## src/rtl/dmem_bridge_pkg.sv

```systemverilog
// Shared types and constants for the data-memory bridge.
// FSM state encoding, EX stall index, bus address alignment.
package dmem_bridge_pkg;

    typedef enum logic [1:0] {
        IDLE   = 2'd0,
        REQ    = 2'd1,
        WAIT_R = 2'd2,
        DONE   = 2'd3
    } dmem_state_t;

    localparam int STALL_EX        = 2;
    localparam int DBUS_ALIGN_BITS = 3;

endpackage

```

## src/rtl/dmem_bridge_watchdog.sv

```systemverilog
// Response watchdog: counts enabled cycles, pulses fire in the TIMEOUT-th one.
// Latency: fire is combinational from the count; TIMEOUT=0 never fires.
// Backpressure: none; clr has priority over en.
module dmem_watchdog #(
    parameter int TIMEOUT = 255
) (
    input  logic clk,
    input  logic rst_n,
    input  logic clr,
    input  logic en,
    output logic fire
);

    localparam int CNT_W = (TIMEOUT > 1) ? $clog2(TIMEOUT + 1) : 1;
    localparam logic [CNT_W-1:0] LAST = (TIMEOUT > 0) ? CNT_W'(TIMEOUT - 1) : '0;

    logic [CNT_W-1:0] cnt_q;
    logic [CNT_W-1:0] cnt_d;

    always_comb begin
        cnt_d = cnt_q;
        if (clr) begin
            cnt_d = '0;
        end else if (en && (TIMEOUT != 0)) begin
            cnt_d = cnt_q + CNT_W'(1);
        end
    end

    always_ff @(posedge clk or negedge rst_n) begin
        if (!rst_n) begin
            cnt_q <= '0;
        end else begin
            cnt_q <= cnt_d;
        end
    end

    // cnt_q holds the number of enabled cycles already elapsed, so the
    // TIMEOUT-th enabled cycle is the one that sees LAST.
    assign fire = en && (TIMEOUT != 0) && (cnt_q == LAST);

endmodule

```

## src/rtl/dmem_bridge.sv

```systemverilog
// Bridges the EX-stage SRAM-style data request onto a valid/ready bus and stalls EX until the response.
// Latency: en at c, ready at c+1, resp at c+2 -> DONE at c+3 (3 stall cycles), rdata registered.
// Backpressure: request held stable while dbus_req_ready=0; EX held via stallreq_dmem until the response.
module dmem_bridge
    import dmem_bridge_pkg::*;
#(
    parameter int ADDR_W  = 64,
    parameter int DATA_W  = 64,
    parameter int TIMEOUT = 255
) (
    input  logic                clk,
    input  logic                rst_n,
    input  logic [5:0]          stall,
    input  logic                data_sram_en,
    input  logic                data_sram_we,
    input  logic [DATA_W/8-1:0] data_sram_sel,
    input  logic [ADDR_W-1:0]   data_sram_addr,
    input  logic [DATA_W-1:0]   data_sram_wdata,
    output logic [DATA_W-1:0]   data_sram_rdata,
    output logic                stallreq_dmem,
    output logic                dbus_req_valid,
    input  logic                dbus_req_ready,
    output logic                dbus_req_we,
    output logic [ADDR_W-1:0]   dbus_req_addr,
    output logic [DATA_W/8-1:0] dbus_req_wstrb,
    output logic [DATA_W-1:0]   dbus_req_wdata,
    input  logic                dbus_resp_valid,
    input  logic [DATA_W-1:0]   dbus_resp_rdata,
    output logic                dbus_err
);

    localparam int STRB_W = DATA_W / 8;

    typedef struct packed {
        logic              we;
        logic [ADDR_W-1:0] addr;
        logic [STRB_W-1:0] strb;
        logic [DATA_W-1:0] wdata;
    } req_t;

    dmem_state_t       state_q;
    dmem_state_t       state_d;
    req_t              req_q;
    req_t              req_d;
    logic [DATA_W-1:0] rdata_q;
    logic [DATA_W-1:0] rdata_d;
    logic              err_q;
    logic              err_d;

    logic wd_clr;
    logic wd_en;
    logic wd_fire;

    assign wd_en  = (state_q == WAIT_R);
    assign wd_clr = (state_q != WAIT_R);

    dmem_watchdog #(
        .TIMEOUT (TIMEOUT)
    ) u_watchdog (
        .clk   (clk),
        .rst_n (rst_n),
        .clr   (wd_clr),
        .en    (wd_en),
        .fire  (wd_fire)
    );

    always_comb begin
        state_d = state_q;
        req_d   = req_q;
        rdata_d = rdata_q;
        err_d   = err_q;
        case (state_q)
            IDLE: begin
                if (data_sram_en) begin
                    req_d.we    = data_sram_we;
                    req_d.addr  = {data_sram_addr[ADDR_W-1:DBUS_ALIGN_BITS], {DBUS_ALIGN_BITS{1'b0}}};
                    req_d.strb  = data_sram_sel;
                    req_d.wdata = data_sram_wdata;
                    state_d     = REQ;
                end
            end
            REQ: begin
                if (dbus_req_ready) begin
                    state_d = WAIT_R;
                end
            end
            WAIT_R: begin
                // A response landing on the timeout cycle still counts as a success.
                if (dbus_resp_valid) begin
                    if (!req_q.we) begin
                        rdata_d = dbus_resp_rdata;
                    end
                    state_d = DONE;
                end else if (wd_fire) begin
                    err_d = 1'b1;
                    if (!req_q.we) begin
                        rdata_d = '0;
                    end
                    state_d = DONE;
                end
            end
            DONE: begin
                // EX still presents the finished request until it advances; never reissue it.
                if (!stall[STALL_EX]) begin
                    state_d = IDLE;
                end
            end
            default: begin
                state_d = IDLE;
            end
        endcase
    end

    always_ff @(posedge clk or negedge rst_n) begin
        if (!rst_n) begin
            state_q <= IDLE;
            req_q   <= '0;
            rdata_q <= '0;
            err_q   <= 1'b0;
        end else begin
            state_q <= state_d;
            req_q   <= req_d;
            rdata_q <= rdata_d;
            err_q   <= err_d;
        end
    end

    assign stallreq_dmem   = ((state_q == IDLE) && data_sram_en) || (state_q == REQ) || (state_q == WAIT_R);
    assign dbus_req_valid  = (state_q == REQ);
    assign dbus_req_we     = req_q.we;
    assign dbus_req_addr   = req_q.addr;
    assign dbus_req_wstrb  = req_q.strb;
    assign dbus_req_wdata  = req_q.wdata;
    assign data_sram_rdata = rdata_q;
    assign dbus_err        = err_q;

    logic unused_ok;
    assign unused_ok = ^{stall[5:STALL_EX+1], stall[STALL_EX-1:0], data_sram_addr[DBUS_ALIGN_BITS-1:0]};

    a_req_hold: assert property (@(posedge clk) disable iff (!rst_n)
        dbus_req_valid && !dbus_req_ready |=> dbus_req_valid && $stable(req_q));

    a_done_no_stall: assert property (@(posedge clk) disable iff (!rst_n)
        (state_q == DONE) |-> !stallreq_dmem);

endmodule

```

## config.mk

```make
export PLATFORM = sky130hd
export DESIGN_NAME = dmem_bridge
export DESIGN_NICKNAME = d
export VERILOG_FILES = /design/src/rtl/dmem_bridge_pkg.sv /design/src/rtl/dmem_bridge_watchdog.sv /design/src/rtl/dmem_bridge.sv
export SDC_FILE = /design/constraint.sdc
export NUM_CORES = 1
export LEC_CHECK = 0
export CAP_MARGIN = 40
export CORE_AREA = 4 4 158 160
export DETAILED_ROUTE_END_ITERATION = 10
export DIE_AREA = 0 0 162 164
export GPL_ROUTABILITY_DRIVEN = 0
export GPL_TIMING_DRIVEN = 0
export PLACE_DENSITY = 0.73
export SYNTH_ARGS = -nofsm -noshare
export SYNTH_HDL_FRONTEND = slang
export SYNTH_HIERARCHICAL = 1
export SYNTH_SLANG_ARGS = --single-unit
```

## constraint.sdc

```tcl
create_clock -name clk -period 4.3 [get_ports clk]
set_clock_uncertainty 0.1 [all_clocks]
set_input_delay 0.43 -clock clk [delete_from_list [all_inputs] [get_ports clk]]
set_output_delay 0.43 -clock clk [all_outputs]
set_load 0.05 [all_outputs]
```

Word level (Yosys, flattened, before mapping)
Index checks and enable logic that the tools add are counted.
{"block": "classes", "addsub": 1, "n_eq_ne": 9, "muxes": 12, "bitwise_logic": 2, "reduce_logical": 11}
{"operator": "$mux W64", "count": 4}
{"operator": "$mux W8", "count": 2}
{"operator": "$mux W2", "count": 5}
{"operator": "$add A8 B1 Y8 const B", "count": 1}
{"operator": "$eq A8 B8 Y1 const B", "count": 1}
{"operator": "$pmux W2 S4", "count": 1}
{"operator": "$ne A2 B2 Y1 const B", "count": 3}
{"operator": "$reduce_and A3 Y1", "count": 2}
{"operator": "$eq A2 B2 Y1 const B", "count": 2}
{"operator": "$reduce_and A4 Y1", "count": 1}
{"operator": "$reduce_bool A2 Y1", "count": 2}
{"operator": "$ne A3 B3 Y1 const B", "count": 1}
{"operator": "$eq A2 B1 Y1 const B", "count": 1}
{"operator": "$logic_and A1 B1 Y1", "count": 2}
{"operator": "$logic_not A2 Y1", "count": 1}
{"operator": "$logic_or A1 B1 Y1", "count": 2}
{"operator": "$ne A2 B1 Y1 const B", "count": 1}
{"operator": "$not A1 Y1", "count": 2}
{"operator": "$reduce_and A2 Y1", "count": 1}
{"block": "word_totals", "register_bits": 209, "input_bits": 212, "out_inout_bits": 204, "wordCells": 43}

Logic depth before layout (Yosys ltp)
{"block": "depth", "word_depth": 5, "depth_mapped": 10, "depth_no_buf": 7}

Cells and area by module
Netlist, hierarchy kept.
{"mod": "dmem_bridge", "instances": 1, "cells_each": 580, "area_per_inst_um2": 8112.8, "seq_area_each_um2": 5029.8}
{"mod": "dmem_watchdog", "instances": 1, "cells_each": 41, "area_per_inst_um2": 411.6, "seq_area_each_um2": 200.2}

Worst setup path after synthesis
Ideal clock, no wire load.
{"block": "synth_path", "path_type": "register -> register", "startpoint": "reg state_q[0]", "endpoint": "reg state_q[1]", "setup_ns": 0.128, "arrival_time_ns": 1.793, "required_time_ns": 4.072, "slack_ns": 2.279, "stages_incl_launch_ff": 9, "path_buffers": 1, "synth_period_minus_slack_ns": 2.021, "cell_sequence": "dfrtp_1 inv_1 ha_1 buf_4 nand4_1 nor2_1 nor3b_1 a2111oi_2 mux2_1"}
{"block": "synth_between", "elab_chain_len": 4, "elab_cells_between_ends": 11, "cone_classes": "eq/ne: 7; mux: 1; reduce/logical: 3"}
{"element": "start, declared", "line": "dmem_bridge.sv:41", "source": "dmem_state_t state_q;"}
{"element": "start signal, assigned", "line": "dmem_bridge.sv:121", "source": "state_q <= state_d;"}
{"element": "$eq A2 B2 Y1", "line": "dmem_bridge.sv:54", "source": "assign wd_en = (state_q == WAIT_R);"}
{"element": "via wd_en", "line": "dmem_bridge.sv:51", "source": "logic wd_en;"}
{"element": "$logic_and A1 B1 Y1", "line": "dmem_bridge_watchdog.sv:39", "source": "assign fire = en && (TIMEOUT != 0) && (cnt_q == LAST);"}
{"element": "via wd_fire", "line": "dmem_bridge.sv:52", "source": "logic wd_fire;"}
{"element": "$ne A3 B3 Y1 (no source line)"}
{"element": "$reduce_and A4 Y1 (no source line)"}
The timed path passes the listed nets, and every way through them passes these cells.
A chain may end at the register's enable or synchronous reset.

Final worst setup path
{"block": "layout_path", "startpoint": "reg state_q[0]", "endpoint": "out stallreq_dmem"}
{"block": "layout_between", "elab_chain_len": 4, "elab_cells_between_ends": 6, "cone_classes": "eq/ne: 2; reduce/logical: 4"}
{"element": "$logic_not A2 Y1", "line": "dmem_bridge.sv:128", "source": "assign stallreq_dmem = ((state_q == IDLE) && data_sram_en) || (state_q == REQ) || (state_q == WAIT_R);"}
{"element": "$logic_and A1 B1 Y1", "line": "dmem_bridge.sv:128"}
{"element": "$logic_or A1 B1 Y1", "line": "dmem_bridge.sv:128"}
{"element": "$logic_or A1 B1 Y1 *", "line": "dmem_bridge.sv:128"}
{"element": "end, declared", "line": "dmem_bridge.sv:20", "source": "output logic stallreq_dmem,"}
Every way passes the cells marked *; elsewhere a longest branch is shown, timed or not.

==> impl_metrics.py <==
metrics = {
    "worst_setup_path": {
        "ff2ff_setup_slack_ns": 2.02,
        "path_buf_inv": 4,
        "crit_type": "reg -> out",
        "worstPathCellList": "inv_1 > ha_1 > nand2_2 > buf_4 > buf_6 > nand2_1 > clkdlybuf4s50_1",
        "critPathRequiredTime_ns": 3.77,
        "critPathLaunchType": "register",
        "cpPeakStageDelay_ns": 0.80,
        "end_kind": "output pin",
        "critPathMaxFanout": 10,
        "cpLargestDelayFamily": "buffers and inverters",
        "cp_slowest_cell": "clkdlybuf4s50_1",
        "crit_arrival_ns": 2.64,
    },
    "drt": {
        "wl_per_cell_um": 18.28,
        "ant_nets": 0,
        "vias": 6235,
        "drt_iter0_drc": 197,
        "wl_mm": 25.43,
        "detail_route.vias_per_cell": 4.482,
        "first_pass_iters": 4,
        "drcViolationCount": 0,
    },
    "layout": {
        "final_nets": 1274,
        "finalNonFillerCells": 1391,
        "layout-drive-gt1-share_pct": 18.02,
        "syn_to_final_growth_pct": 62.18,
    },
    "run": {
        "maxCapViolCount": 0,
    },
    "cts": {
        "cts_max_path_buffers": 3,
        "clk_pin_slew_worst_paths_ns": 0.06,
        "cts-root-buf": "clkbuf_16",
        "cts_tree": "built",
        "h-tree-depth": 1,
        "cts-resized-gates": 0,
        "numCtsBuffers": 24,
        "clk_latency_ns": 0.51,
        "cts_num_sinks": 209,
    },
    "logic_synthesis": {
        "ys_ff_latch": 209,
        "synth_common_cells": "dfrtp_1, mux2_2, nand2_1",
        "synthArstFlopShare_pct": 100.0,
        "ys_warn_count": 6,
        "synth_flop_cell": "dfrtp_1",
        "ys_types": 32,
        "synth_top_area_share_pct": 61.35,
        "yosys-top-cells-area": "dfrtp_1, mux2_2, mux2i_1",
        "seq_area_frac_synth_pct": 61.35,
        "synth_top_area_cell": "dfrtp_1",
        "synth-edff-count": 0,
        "synthCells": 621,
        "post-synth-top-count-cell": "dfrtp_1",
        "synth_area_per_cell_um2": 13.73,
        "syn_area_um2": 8524,
    },
    "sta": {
        "fin_crit_ns": 3.171,
        "relSlewSlack_pct": 55.80,
        "hold_viol": 0,
        "worst_pin_slew_ns": 0.6610,
        "rsz0062_at_grt": "false",
        "setup_viol": 0,
        "report.final.slew_viol_count": 0,
        "fmax_ghz": 0.3153,
        "finalCritPeriodShare_pct": 73.75,
    },
    "global_routing": {
        "grt_antenna_before_repair": 2,
        "track_usage_pct": 18.35,
        "grt_pass1_vias": 6812,
        "overflow": 0,
        "grt_pass1_wl_mm": 38.50,
        "grt_max_degree": 113,
    },
    "placement": {
        "place_inst": 1348,
        "place_hpwl_mm": 19.61,
        "port_buffers": 404,
    },
    "floorplanning": {
        "io_pins": 416,
        "die_x_um": 162,
        "coreArea_um2": 23400,
        "die_h_um": 164,
        "rows": 56,
        "initial_core_util_pct": 36.43,
        "die-area_um2": 26570,
    },
    "pwr": {
        "p_int_mw": 6.778,
        "power.leakage_nw": 5.912,
        "clock_power_share_pct": 15.8,
        "pwr-share-seq_pct": 26.9,
        "power_density_nw_per_um2": 917.2,
        "irDropWorstVdd_mv": 0.6354,
        "power_mw": 12.68,
        "switching_share_pct": 46.55,
        "combPwrFrac_pct": 57.3,
        "switchingPower_mw": 5.902,
    },
    "status": {
        "run_status": "finished, final reports clean",
    },
    "hold_path": {
        "holdCritPathClass": "in -> async",
    },
}
-- metrics by stage --
step,setup TNS (ns),cell area [um2],setup WS [ns],hold WS [ns],util (%)
after floorplan,0,8532,2.279,0.03441,-
after global placement,-1353.22,12970,-6.491,0.3618,55.44
after detailed placement,0,13040,1.328,0.1855,55.70
after CTS,0,13820,1.023,0.2320,59.06
after global routing,0,13820,0.9666,0.2498,59.07
final,0,13820,1.129,0.2516,59.07
-- worst register-to-register path, delay by kind of cell, from the launching register on --
family	cells	cell delay [ns]
adders and majority gates	1	0.28
buffers and inverters	4	0.72
DFF	1	0.40
muxes	1	0.20
and+or+nand+nor	4	0.50
-- what timing repair did --
item | in CTS | in global routing
setup buffers | 0 | 0
hold endpoints to repair | 25 | 0
hold buffers | 1 | 0
-- routing by layer --
| metal | share of wire, % | vias up | global-route usage [%] |
|---|---|---|---|
| met5 | 0.079 | - | 0 |
| met4 | 2.7 | 2 | 5.152 |
| met3 | 11 | 40 | 7.578 |
| met2 | 50 | 281 | 32.50 |
| met1 | 37 | 3006 | 20.41 |
| li1 | - | 2906 | - |
-- sequential cells by signal, indices dropped and copies added, names as in the netlist --
signal	flops
dbus_req_wdata	64
dbus_req_addr	61
state_q	2
u_watchdog/cnt_q	8
dbus_err	1
dbus_req_wstrb	8
data_sram_rdata	64
dbus_req_we	1
-- power groups by stage --
stage,logic (mW),registers (mW),clock network (mW)
after floorplan,1.46,6.66,0
after global placement,7.27,3.39,0
after detailed placement,7.33,3.44,0
after CTS,7.36,3.42,2.06
after global routing,7.59,3.54,2.14
final,7.27,3.41,2.00
-- cells by family after synthesis --
family | count (synthesis) | share of synthesized area, %
flip-flops | 209 | 61.35
XOR/XNOR | 4 | 0.4111
other | 1 | 0.04399
adder cells (fa/ha/maj) | 6 | 0.8806
AND/OR/NAND/NOR | 90 | 4.580
buffers and inverters | 101 | 6.473
AO/OA/AOI/OAI | 11 | 0.9100
multiplexers | 199 | 25.35
-- worst paths after layout --
kind / from / endpoint / cells after the start
max: state_q[0] / stallreq_dmem / 7
min: rst_n / dbus_req_addr[33] / 2
max reg2reg: state_q[0] / data_sram_rdata[5] / 10
min reg2reg: dbus_err / dbus_err / 1
max in group asynchronous: rst_n / data_sram_rdata[10] / 4
min in group clk: dbus_err / dbus_err / 1
-- final cells by class --
type | count | area [um2]
plain buffers | 33 | 296.5
inverters | 68 | 255.2
well taps | 319 | 399.1
multi-input cells | 313 | 2750
repair buffers | 407 | 4114
flip-flops and latches | 209 | 5230
clock inverters | 5 | 50.05
clock buffers | 36 | 726.9
diodes | 1 | 2.502
fillers | 1918 | 9578
-- cell usage in the layout (no fill, tap or decap), types with 2 or more instances in the layout --
master           count
buf_4                5
nor2b_1              2
nand2_1             68
nor2_1               8
clkbuf_16           25
or3_1                3
nand4_1              3
inv_1               67
nand3_1              2
a21oi_1              3
conb_1               3
buf_6                6
mux2i_1             64
mux2_1              12
clkdlybuf4s50_1    403
o21ai_0              3
clkbuf_1            12
buf_16               2
buf_12               6
mux2_2             123
xor2_1               3
ha_1                 6
dfrtp_1            209
clkbuf_8             6
clkinv_2             4
buf_2                9
Note: power is estimated with default switching activity, not from simulation.
==> edit 1 (same settings) <==
Reset style: synchronous (`rst_n`), changed in 2 clocked blocks.
--- a/src/rtl/dmem_bridge_watchdog.sv
+++ b/src/rtl/dmem_bridge_watchdog.sv
@@ -28,3 +28,3 @@
 
-    always_ff @(posedge clk or negedge rst_n) begin
+    always_ff @(posedge clk) begin
         if (!rst_n) begin
--- a/src/rtl/dmem_bridge.sv
+++ b/src/rtl/dmem_bridge.sv
@@ -113,3 +113,3 @@
 
-    always_ff @(posedge clk or negedge rst_n) begin
+    always_ff @(posedge clk) begin
         if (!rst_n) begin
Check against the original RTL: differs if rst_n is asserted again (counterexample within 4 cycles, from zero or initial values and one cycle with rst_n low); with rst_n held inactive, the same outputs for 4 cycles.
==> edit 1 against the original RTL <==
Worst setup slack lost 170 ps. Worst hold slack gained 100 ps. Register-to-register slack is essentially flat. Count of clock-buffer cells in the layout shrank 1. Fmax shrank 5.1%. Sequential cell count is the same. Synthesized area shrank 5.7%. Design area shrank 4.5%. Synthesized cell count grew 51%. Wire length grew 13%.
Power is not compared: it rests on default switching activity, and its combinational part moved more than twofold at a synthesized area within 25%.
==> edit 1: results (changes against the original RTL) <==
Status
  – Status: completed

Synth
  – Synth warnings: 6 (unchanged)
  – Cell variety after synth: 31 (-3.1%)
  – Dominant synthesized flop cell: dfxtp_1
  – Largest cells by area after synthesis: dfxtp_1, nand2_1, a21boi_0
  – Synth async-reset ratio: 0% (-100 points)
  – Post-synthesis sequential area ratio: 52.1% (-9.3 points)
  – Syn Area/Cell: 8.57 µm² (-38%)
  – Post-synth top cells: nand2_1, dfxtp_1, a21boi_0, o21ai_0, a21boi_1

Global routing
  – Global-route usage over all layers: 20.5% (+2.1 points)
  – First-pass GRT wire length: 43.3 mm (+13%)
  – Initial antenna violation count: 0 (-2)
  – Pin count of the biggest net entering global routing: 13 (-88%)
  – Vias in the first global route: 7885 (+16%)

Pwr
  – Power in sequential cells: 0.00239 W
  – Logic pwr share: 40.8%
  – Switch Pwr: 0.00287 W
  – Comb pwr: 0.00294 W

Worst setup path
  – Reg-to-Reg End: data_sram_rdata[59]
  – CP Capture Point: stallreq_dmem
  – CP startpoint: state_q[0]
  – Flop2flop setup slack: 2020 ps (about the same)
  – R2R cell count: 9 (-1)
  – Worst Path Arrival: 2810 ps (+170 ps)

Place
  – Dpl cell area: 12500 µm² (-4.2%)
  – Hpwl dp: 22.2 mm (+13%)
  – # port buffers: 404 (unchanged)
  – Setup WS pre-CTS: 1260 ps (-63.4 ps)

Clocking
  – CTS Buffer Depth: 3 (unchanged)
  – Inserted Clock Buffers: 23 (-4.2%)
  – Setup Buffers After CTS: 0 (unchanged)
  – CTS H-tree depth: 1 (unchanged)
  – Post-cts gate resize count: 0 (unchanged)

Cells and area
  – Share of post-route cells with drive strength above 1: 5.27% (-13 points)
  – Layout Cells excl Fill: 1704 (+23%)
  – Final #Nets: 1587 (+25%)

STA
  – Worst Setup Slack, final: 960 ps (-169 ps)
  – Slew Limit Fails: 0 (unchanged)
  – Hold Slack: 351 ps (+99.7 ps)
  – Slew headroom: 52.2% (-3.6 points)

Hold path
  – Worst Min Path Start: dbus_req_wdata[12]
  – WHS Endpoint: dbus_req_wdata[12]
  – Tightest Hold Check Type: reg -> reg
  – Hold path depth: 2

Routing
  – DRT iter0 DRCs: 381 (+93%)
  – Initial DRT Pass Iterations: 6 (+2)
  – Vias per cell: 4.64 (+3.5%)
  – Routed WL per cell: 16.9 µm (-7.4%)
-- edit 1: cell count changes after synthesis, moves of 6 or more --
cell,unedited run,this run
mux2_2,123,0
mux2i_1,64,2
buf_4,5,12
mux2_1,12,0
dfrtp_1,209,0
buf_12,6,0
inv_1,67,4
buf_2,9,16
dfxtp_1,0,209
a21boi_0,0,133
nand2_1,68,338
o21ai_0,3,68
clkbuf_1,7,41
a21boi_1,0,65
-- edit 1: worst max-delay path, cell delays in order (launching register included) --
cell,delay [ps]
dfxtp_1,400
inv_1,80
ha_1,230
and2_1,140
buf_2,190
buf_4,220
or3_1,320
clkdlybuf4s50_1,730
-- edit 1: layout make-up --
class | count | area (µm²)
fill | 2124 | 10200
clock buffer | 35 | 691
sequential | 209 | 4180
antenna | 1 | 2.50
tap | 319 | 399
clock inverter | 5 | 28.8
multi-input combinational | 651 | 3440
buffer | 76 | 403
timing repair buffer | 404 | 4040
inverter | 4 | 15.0
-- edit 1: logic make-up (layout without fill, tap and decap cells) --
kind of cell / Yosys count / count (layout) / share of synthesized area [%]
and+or+nand+nor: 365 / 365 / 18.0
AOI/OAI and AO/OA: 271 / 271 / 23.1
DFF: 209 / 209 / 52.1
buffers and inverters: 80 / 524 / 5.20
adders and majority gates: 6 / 6 / 0.934
xor gates and xnor gates: 4 / 4 / 0.436
muxes: 2 / 2 / 0.249
other: 1 / 4 / 0.0467
-- edit 1: layer usage --
| layer | share of wire [%] | track usage (%) |
|---|---|---|
| met4 | 2.8 | 5.73 |
| met3 | 10 | 8.51 |
| met5 | 0 | 0 |
| met1 | 38 | 21.6 |
| met2 | 49 | 37.5 |
==> edit 2 (same flow settings) <==
Without the edit above. The parameter `ADDR_W` goes from 64 to 68.
--- a/src/rtl/dmem_bridge.sv
+++ b/src/rtl/dmem_bridge.sv
@@ -6,3 +6,3 @@
 #(
-    parameter int ADDR_W  = 64,
+    parameter int ADDR_W  = 68,
     parameter int DATA_W  = 64,
Interface: changed (resized data_sram_addr and dbus_req_addr); port bits go from 416 to 424. No check against the original RTL was run, so the function may have changed too.
==> edit 2 against the original RTL <==
Register-to-register slack got worse by 110 ps. Sequential share of layout area hardly changed. Combinational power hardly changed. Cell count is 1.3% higher. Critical endpoint unchanged. Power increased by 2.5%. Synthesized area increased by 1.4%. Design area increased by 2.0%. Worst setup slack got worse by 59 ps. Non-clock buffer count is 9 higher. Sequential cell count rose by 4. Core utilization grew 1.2 points. Wire length increased by 5.0%. Fmax fell by 1.8%. Clock power is 11% higher.
==> edit 2: results (changes against the original RTL) <==
Status
  – Status: completed

Cells and area
  – ANT cells: 0 (-1)
  – Layout Cells excl Fill: 1409 (+1.3%)
  – Share of post-route cells with drive strength above 1: 7.25% (-11 points)
  – Final #Nets: 1296 (+1.7%)

Global routing
  – First-pass GRT wire length: 40.0 mm (+3.9%)
  – Initial antenna violation count: 0 (-2)
  – Global-route usage over all layers: 19.3% (+0.93 points)
  – Vias in the first global route: 6712 (-1.5%)
  – Pin count of the biggest net entering global routing: 94 (-17%)

Synth
  – Gate count of the mapped netlist: 630 (+1.4%)
  – Cell variety after synth: 31 (-3.1%)
  – Post-synthesis sequential area ratio: 61.6% (+0.30 points)
  – Largest cells by area after synthesis: dfrtp_1, mux2_1, mux2i_1
  – Post-synth top cells: dfrtp_1, mux2_1, nand2_1, inv_1, mux2i_1

Pwr
  – Pleak: 6.02 nW (+1.9%)
  – VDD IR max: 469 µV (-26%)

Place
  – Hpwl dp: 20.6 mm (+4.8%)
  – # port buffers: 412 (+2.0%)

Routing
  – Drt total wl: 26.7 mm (+5.0%)
  – Initial DRT Pass Iterations: 4 (unchanged)
  – Routed vias: 6416 (+2.9%)

Worst setup path
  – Worst Path Arrival: 2700 ps (+60 ps)
  – Max incr delay on CP: 720 ps (-80 ps)
  – CP max FO: 10 (unchanged)

STA
  – Worst-margin pin slew: 637 ps (-24.0 ps)
  – Final hold violations: 0 (unchanged)
==> edit 2: cell count changes after synthesis <==
cell,unedited run,this run
buf_2,9,15
buf_6,6,1
dfrtp_1,209,213
mux2_1,12,133
mux2_2,123,6
nand2_1,68,69
nand2_2,1,0
nor3b_1,1,0
nor3b_2,0,1
==> edit 2: where the power goes <==
group          leakage, nW  total [W]  internal (W)  switching, W
Clock                0.415    0.00222       0.00140      0.000827
Sequential            2.58    0.00349       0.00297      0.000517
Combinational         3.03    0.00728       0.00252       0.00476
Total                 6.02     0.0130       0.00689       0.00610
==> edit 2: layer usage <==
layer	wire, µm	track usage, %	up-vias
li1	-	-	2964
met1	10200	22.9	3143
met2	13600	34.0	262
met3	2100	5.42	47
met4	806	6.04	0
met5	0	0	-
==> edit 2: cells by family after synthesis <==
family	after synthesis	share of synthesized area (%)
compound gates	11	0.897
xor+xnor	4	0.405
fa+ha+maj	6	0.868
buf+inv	102	6.08
flops	213	61.6
mux	203	25.5
other cells	1	0.0434
simple gates	90	4.54
==> edit 2: worst register-to-register path: cells and delay by family, from the launching register on <==
kind | cells | cell delay, ps
buffers and inverters | 4 | 740
flip-flops | 1 | 410
AND/OR/NAND/NOR | 4 | 570
multiplexers | 1 | 210
adder cells (fa/ha/maj) | 1 | 280
==> edit 2: final cells by class <==
type                    instances  share of cell area (%)
inverters                      68                    1.81
clock inverters                11                    1.31
repair buffers                415                    29.7
clock buffers                  32                    4.76
flip-flops and latches        213                    37.8
plain buffers                  34                    1.92
well taps                     319                    2.83
multi-input cells             317                    19.8
==> edit 2: worst paths after layout <==
check / startpoint / end / slack, ps / depth (start not counted)
setup / recovery: state_q[0] / stallreq_dmem / 1070 / 7
hold / removal: rst_n / dbus_req_addr[27] / 310 / 2
setup reg to reg: state_q[0] / data_sram_rdata[15] / 1910 / 10
hold reg to reg: dbus_req_wdata[14] / dbus_req_wdata[14] / 390 / 1
max in group asynchronous: rst_n / u_watchdog/cnt_q[0] / 2600 / 4
min in group clk: dbus_resp_rdata[57] / data_sram_rdata[57] / 370 / 3
==> edit 2: timing repair <==
| action | in CTS | in global routing |
|---|---|---|
| hold buffers | 1 | 0 |
| endpoints found under the hold margin | 45 | 0 |
| setup endpoints to repair | 0 | 0 |
| setup buffers | 0 | 0 |
==> edit 2: metrics by stage <==
step	area (µm²)	setup TNS [ps]	setup slack [ps]
6_report	14100	0	1070
3_5_place_dp	13200	0	1420
5_1_grt	14100	0	898
3_3_place_gp	13200	-1426790	-6710
4_1_cts	14100	0	1010
2_1_floorplan	8650	0	2250
